$ cat config.mk
export PLATFORM = sky130hd
export DESIGN_NAME = gcn_result_streamer
export DESIGN_NICKNAME = d
export VERILOG_FILES = /design/src/rtl/gcn_pkg.sv /design/src/rtl/gcn_class_hist.sv /design/src/rtl/gcn_result_streamer.sv
export SDC_FILE = /design/constraint.sdc
export NUM_CORES = 1
export LEC_CHECK = 0
export ABC_AREA = 1
export ABC_CLOCK_PERIOD_IN_PS = 1700
export CORE_MARGIN = 3
export CORE_UTILIZATION = 52
export CTS_CLUSTER_DIAMETER = 60
export CTS_CLUSTER_SIZE = 28
export DETAILED_ROUTE_END_ITERATION = 10
export GPL_ROUTABILITY_DRIVEN = 0
export PLACE_DENSITY = 0.84
export SLEW_MARGIN = 20
export SYNTH_ARGS = -nofsm -noshare
export SYNTH_HDL_FRONTEND = slang
export SYNTH_SLANG_ARGS = --single-unit
$ cat constraint.sdc
create_clock -name clk -period 1.7 [get_ports clk]
set_clock_uncertainty 0.05 [all_clocks]
set_input_delay 0.34 -clock clk [delete_from_list [all_inputs] [get_ports clk]]
set_output_delay 0.34 -clock clk [all_outputs]
set_load 0.005 [all_outputs]
$ cat src/rtl/gcn_pkg.sv
// Shared GCN defaults and the result-streamer state encoding.
package gcn_pkg;

    localparam int unsigned FEATURE_ROWS_DEF      = 6;
    localparam int unsigned MAX_ADDRESS_WIDTH_DEF = 2;

    typedef enum logic [0:0] {
        IDLE   = 1'b0,
        STREAM = 1'b1
    } stream_state_t;

endpackage

$ cat src/rtl/gcn_class_hist.sv
// Per-frame class histogram: working counters plus the published copy seen by the host.
module gcn_class_hist #(
    parameter int unsigned NUM_CLASSES = 4,
    parameter int unsigned HIST_W      = 3,
    parameter int unsigned BIN_W       = 2
) (
    input  logic              clk_i,
    input  logic              rst_ni,
    input  logic              clear_i,
    input  logic              inc_en_i,
    input  logic [BIN_W-1:0]  inc_bin_i,
    input  logic              publish_i,
    output logic [HIST_W-1:0] class_hist_o [0:NUM_CLASSES-1]
);

    logic [HIST_W-1:0] work_q   [0:NUM_CLASSES-1];
    logic [HIST_W-1:0] work_d   [0:NUM_CLASSES-1];
    logic [HIST_W-1:0] work_inc [0:NUM_CLASSES-1];
    logic [HIST_W-1:0] hist_q   [0:NUM_CLASSES-1];
    logic [HIST_W-1:0] hist_d   [0:NUM_CLASSES-1];

    // Publish sees the count including the current beat; clear wins for the working set.
    always_comb begin
        for (int unsigned b = 0; b < NUM_CLASSES; b++) begin
            work_inc[b] = work_q[b];
            if (inc_en_i && (inc_bin_i == BIN_W'(b))) begin
                work_inc[b] = work_q[b] + HIST_W'(1);
            end
            work_d[b] = clear_i   ? '0          : work_inc[b];
            hist_d[b] = publish_i ? work_inc[b] : hist_q[b];
        end
    end

    always_ff @(posedge clk_i or negedge rst_ni) begin
        if (!rst_ni) begin
            for (int unsigned b = 0; b < NUM_CLASSES; b++) begin
                work_q[b] <= '0;
                hist_q[b] <= '0;
            end
        end else begin
            work_q <= work_d;
            hist_q <= hist_d;
        end
    end

    assign class_hist_o = hist_q;

endmodule

$ cat src/rtl/gcn_result_streamer.sv
// Captures the GCN per-node class vector on done and streams it one node per valid/ready beat.
module gcn_result_streamer
    import gcn_pkg::*;
#(
    parameter int unsigned FEATURE_ROWS      = FEATURE_ROWS_DEF,
    parameter int unsigned MAX_ADDRESS_WIDTH = MAX_ADDRESS_WIDTH_DEF,
    localparam int unsigned NODE_W      = $clog2(FEATURE_ROWS),
    localparam int unsigned NUM_CLASSES = 2 ** MAX_ADDRESS_WIDTH,
    localparam int unsigned HIST_W      = $clog2(FEATURE_ROWS + 1)
) (
    input  logic                         clk,
    input  logic                         reset,
    input  logic                         done_in,
    input  logic [MAX_ADDRESS_WIDTH-1:0] max_addi_answer [0:FEATURE_ROWS-1],
    output logic                         out_valid,
    input  logic                         out_ready,
    output logic [NODE_W-1:0]            out_node,
    output logic [MAX_ADDRESS_WIDTH-1:0] out_class,
    output logic                         out_last,
    output logic                         busy,
    output logic                         frame_done,
    output logic [HIST_W-1:0]            class_hist [0:NUM_CLASSES-1],
    output logic                         overrun
);

    localparam logic [NODE_W-1:0] LAST_IDX = NODE_W'(FEATURE_ROWS - 1);

    stream_state_t                state_q, state_d;
    logic [NODE_W-1:0]            idx_q, idx_d;
    logic [MAX_ADDRESS_WIDTH-1:0] buf_q [0:FEATURE_ROWS-1];
    logic [MAX_ADDRESS_WIDTH-1:0] buf_d [0:FEATURE_ROWS-1];
    logic                         done_prev_q;
    logic                         frame_done_q, frame_done_d;
    logic                         overrun_q, overrun_d;

    logic cap_edge;
    logic is_last;
    logic hist_clear, hist_inc, hist_publish;

    assign cap_edge = done_in & ~done_prev_q;
    assign is_last  = (idx_q == LAST_IDX);

    always_comb begin
        state_d      = state_q;
        idx_d        = idx_q;
        buf_d        = buf_q;
        frame_done_d = 1'b0;
        overrun_d    = overrun_q;
        hist_clear   = 1'b0;
        hist_inc     = 1'b0;
        hist_publish = 1'b0;
        case (state_q)
            IDLE: begin
                if (cap_edge) begin
                    buf_d      = max_addi_answer;
                    idx_d      = '0;
                    hist_clear = 1'b1;
                    state_d    = STREAM;
                end
            end
            STREAM: begin
                if (out_ready) begin
                    hist_inc = 1'b1;
                    if (!is_last) begin
                        idx_d = idx_q + 1'b1;
                    end else begin
                        hist_publish = 1'b1;
                        frame_done_d = 1'b1;
                        idx_d        = '0;
                        // A new frame arriving on the final handshake is taken back-to-back.
                        if (cap_edge) begin
                            buf_d      = max_addi_answer;
                            hist_clear = 1'b1;
                        end else begin
                            state_d = IDLE;
                        end
                    end
                end
                if (cap_edge && !(out_ready && is_last)) begin
                    overrun_d = 1'b1;
                end
            end
            default: state_d = IDLE;
        endcase
    end

    always_ff @(posedge clk or negedge reset) begin
        if (!reset) begin
            state_q      <= IDLE;
            idx_q        <= '0;
            done_prev_q  <= 1'b0;
            frame_done_q <= 1'b0;
            overrun_q    <= 1'b0;
            for (int unsigned i = 0; i < FEATURE_ROWS; i++) begin
                buf_q[i] <= '0;
            end
        end else begin
            state_q      <= state_d;
            idx_q        <= idx_d;
            done_prev_q  <= done_in;
            frame_done_q <= frame_done_d;
            overrun_q    <= overrun_d;
            buf_q        <= buf_d;
        end
    end

    gcn_class_hist #(
        .NUM_CLASSES (NUM_CLASSES),
        .HIST_W      (HIST_W),
        .BIN_W       (MAX_ADDRESS_WIDTH)
    ) u_class_hist (
        .clk_i        (clk),
        .rst_ni       (reset),
        .clear_i      (hist_clear),
        .inc_en_i     (hist_inc),
        .inc_bin_i    (buf_q[idx_q]),
        .publish_i    (hist_publish),
        .class_hist_o (class_hist)
    );

    assign busy       = (state_q == STREAM);
    assign out_valid  = busy;
    assign out_node   = busy ? idx_q : '0;
    assign out_class  = busy ? buf_q[idx_q] : '0;
    assign out_last   = busy & is_last;
    assign frame_done = frame_done_q;
    assign overrun    = overrun_q;

endmodule
==> metrics.md <==
| Metric | Value |
|---|---|
| Fin crit share | `1.09` |
| Post-route total power | `~5.7 mW` |
| Crit Path Max Fanout | `6` |
| WP data arrival | `between 1 and 1.5 ns` |
| Slew @ Worst Pin | `just over 0.6 ns` |
| Post-synth top cells | `105 x nand2_1, 43 x dfrtp_1, 26 x inv_1, 20 x nor2_1, 15 x nand3_1` |
| HP Class | `in2async` |
| Element type at the critical path end | `output port` |
| M1 GR Usage | `0.282` |
| Die W | `around 70 um` |
| Busiest grt layer | `met2` |
| Routed Antenna Nets | `0` |
| Gr usage total | `0.212` |
| Min cycle time layout | `about 1.8 ns` |
| Syn Std Cell Area | `2140 um^2` |
| RSZ-0062 raised after global routing | `yes` |
| Syn nets | `287` |
| Setup total negative slack | `-0.480 ns` |
| Congestion Overflow GR | `0` |
| Required @ worst endpoint | `around 1.3 ns` |
| Maximum VDD drop | `about 1500 uV` |
| Dpl cell area | `~2700 um^2` |
| Area grow syn2layout | `36.2%` |
| Routed vias/inst | `a little over 5` |
| Top-count cell post-synth | `nand2_1` |
| Final Util | `0.762` |
| I/O Buffers | `37` |
| Die Y | `roughly 70 um` |
| Final setup margin | `-0.147 ns` |
| Dominant cell type by area after synthesis | `dfrtp_1` |
| Clock buffer depth | `2` |
| Number of synthesized register bits | `43` |
| Synth Instances | `about 270` |
| Critical path class | `reg2out` |
| Most used DFF post-synth | `dfrtp_1` |
| Grt met3 use | `0.0475` |
| WL per Instance | `14.2 um` |
| Status | `finished, violations left` |
| Starting Density | `0.560` |
| CTS tree | `built` |
| Async SR Flop Fraction | `1.00` |
| Clk Tree Root Cell | `clkbuf_8` |
| H-tree depth | `2` |
| Ys Warns | `0` |
| Initial DRC count | `between 150 and 200` |
| Residual DRC | `0` |
| Number of buffers created by CTS | `5` |
| Pwr dens | `around 2000 nW/um^2` |
| Cell count after placement | `368` |
| Final setup violation count | `6` |
| Worst skew pair latency | `just under 0.3 ns` |
| Top cell type's share of synthesized area | `0.503` |
| I/O Pins | `38` |
| EDFF count, synth | `0` |
| Core area | `3830 um^2` |
| Finished Layout Cells | `about 380` |
| Relative slew slack | `0.589` |
| Layout cells sized above 1 | `0.210` |
| Via count | `~1900` |
| Slew Limit Fails | `0` |
| Final wirelength | `around 5400 um` |
| DP Wirelength | `about 3600 um` |
| Clock transition at path regs | `roughly 0.08 ns` |
| Design area | `just under 3000 um^2` |
| CP Launch Type | `register` |
| GR Util met2 | `0.347` |
| Number of global-route vias before repair | `between 1500 and 2000` |
| Leakage | `between 1.5 and 2 nW` |
| Die area | `4920 um^2` |
| Largest cells by area after synthesis | `dfrtp_1 50%, nand2_1 18%, inv_1 4.6%, nand3_1 3.5%, nor2_1 3.5%` |
| Final Hold Vio Count | `0` |
| Row count | `22` |
| Fmax | `541 MHz` |
| Syn Area/Cell | `between 8 and 9 um^2` |
| Post-synth cell types | `27` |
| # nets final | `352` |
| Clk sinks | `between 40 and 50` |
| Antenna violations before repair | `0` |
| DRT Pass-1 Iters | `4` |
| First-pass GRT wire length | `about 8500 um` |
| Failing checks | `negative setup slack` |
| Sequential share of the synthesized area | `0.503` |
| Largest net degree at the start of global routing | `27` |
| Hold_buf cts | `0` |
| Ant diodes | `0` |
| Max cap viols | `0` |
[cell families (layout without fill, tap and decap cells)]
| kind of cell | Yosys count | count (layout) | share of synthesized area |
|---|---|---|---|
| AND/OR/NAND/NOR | 160 | 160 | 0.334 |
| flip-flops | 43 | 43 | 0.503 |
| buffers and inverters | 40 | 106 | 0.0806 |
| AO/OA/AOI/OAI | 17 | 17 | 0.0468 |
| adder cells (fa/ha/maj) | 4 | 4 | 0.0234 |
| XOR/XNOR | 3 | 3 | 0.0123 |
[area by class of cell]
type | instances | area (um^2)
clock buffers | 8 | 100
inverters | 32 | 123
flip-flops and latches | 43 | 1080
multi-input cells | 184 | 947
fillers | 264 | 911
repair buffers | 66 | 608
well taps | 48 | 60.1
[worst paths after layout]
kind / from / to / slack, ns / depth (start not counted)
hold / removal: reset / u_class_hist.class_hist_o[0] / 0.01 / 1
min in group clk: overrun / overrun / 0.42 / 1
hold reg to reg: overrun / overrun / 0.42 / 1
setup / recovery: idx_q[0] / out_class[0] / -0.15 / 8
max in group asynchronous: reset / overrun / 1.08 / 2
setup reg to reg: idx_q[0] / u_class_hist.class_hist_o[11] / -0.04 / 12
[routing by layer]
metal	wire length (um)	vias to the layer above	share of wire
met5	0	-	0
met4	120	0	0.022
met3	295	15	0.054
met2	2700	62	0.50
met1	2310	895	0.43
li1	-	954	-
[through the flow]
stage	hold slack (ns)	setup slack [ns]
detailed placement	0.336	-0.298
CTS	0.0255	-0.133
floorplan	-0.00559	0.229
global route	0.0413	-0.224
finish	0.00986	-0.147
global placement	0.330	-0.264
[cells in the final DEF (no fill, tap or decap), types with 6 or more instances in the layout]
cell type        instances
a21oi_1                  6
buf_4                   21
clkbuf_8                 7
clkdlybuf4s50_1         30
dfrtp_1                 42
inv_1                   26
nand2_1                100
nand2_2                  7
nand3_1                 13
nand3_2                  6
nor2_1                  16
o21ai_0                  8
[critical path, stage by stage (launching register included)]
cell,delay (ns)
dfrtp_2,0.47
buf_6,0.14
buf_4,0.12
nand2_1,0.07
nand2_2,0.07
nand2_4,0.08
inv_2,0.04
nor2_2,0.08
buf_2,0.11
[repair_timing]
item | CTS | global route
gates resized for setup | 18 | 16
cloned | 0 | 2
setup buffers | 4 | 0
setup endpoints to repair | 17 | 36
pin swaps | 4 | 6
[where the power goes]
part / total, mW / internal (mW) / switching (mW) / leakage [nW]
clock: 0.703 / 0.371 / 0.332 / 0.0515
combinational: 3.20 / 1.44 / 1.76 / 0.963
sequential: 1.80 / 1.48 / 0.315 / 0.526
[registers in the layout (all words and copies together), names as in the netlist]
register,flops
buf_q,12
busy,1
done_prev_q,1
frame_done,1
idx_q,3
overrun,1
u_class_hist.class_hist_o,12
u_class_hist.work_q,12
(Power assumes the default switching activity.)
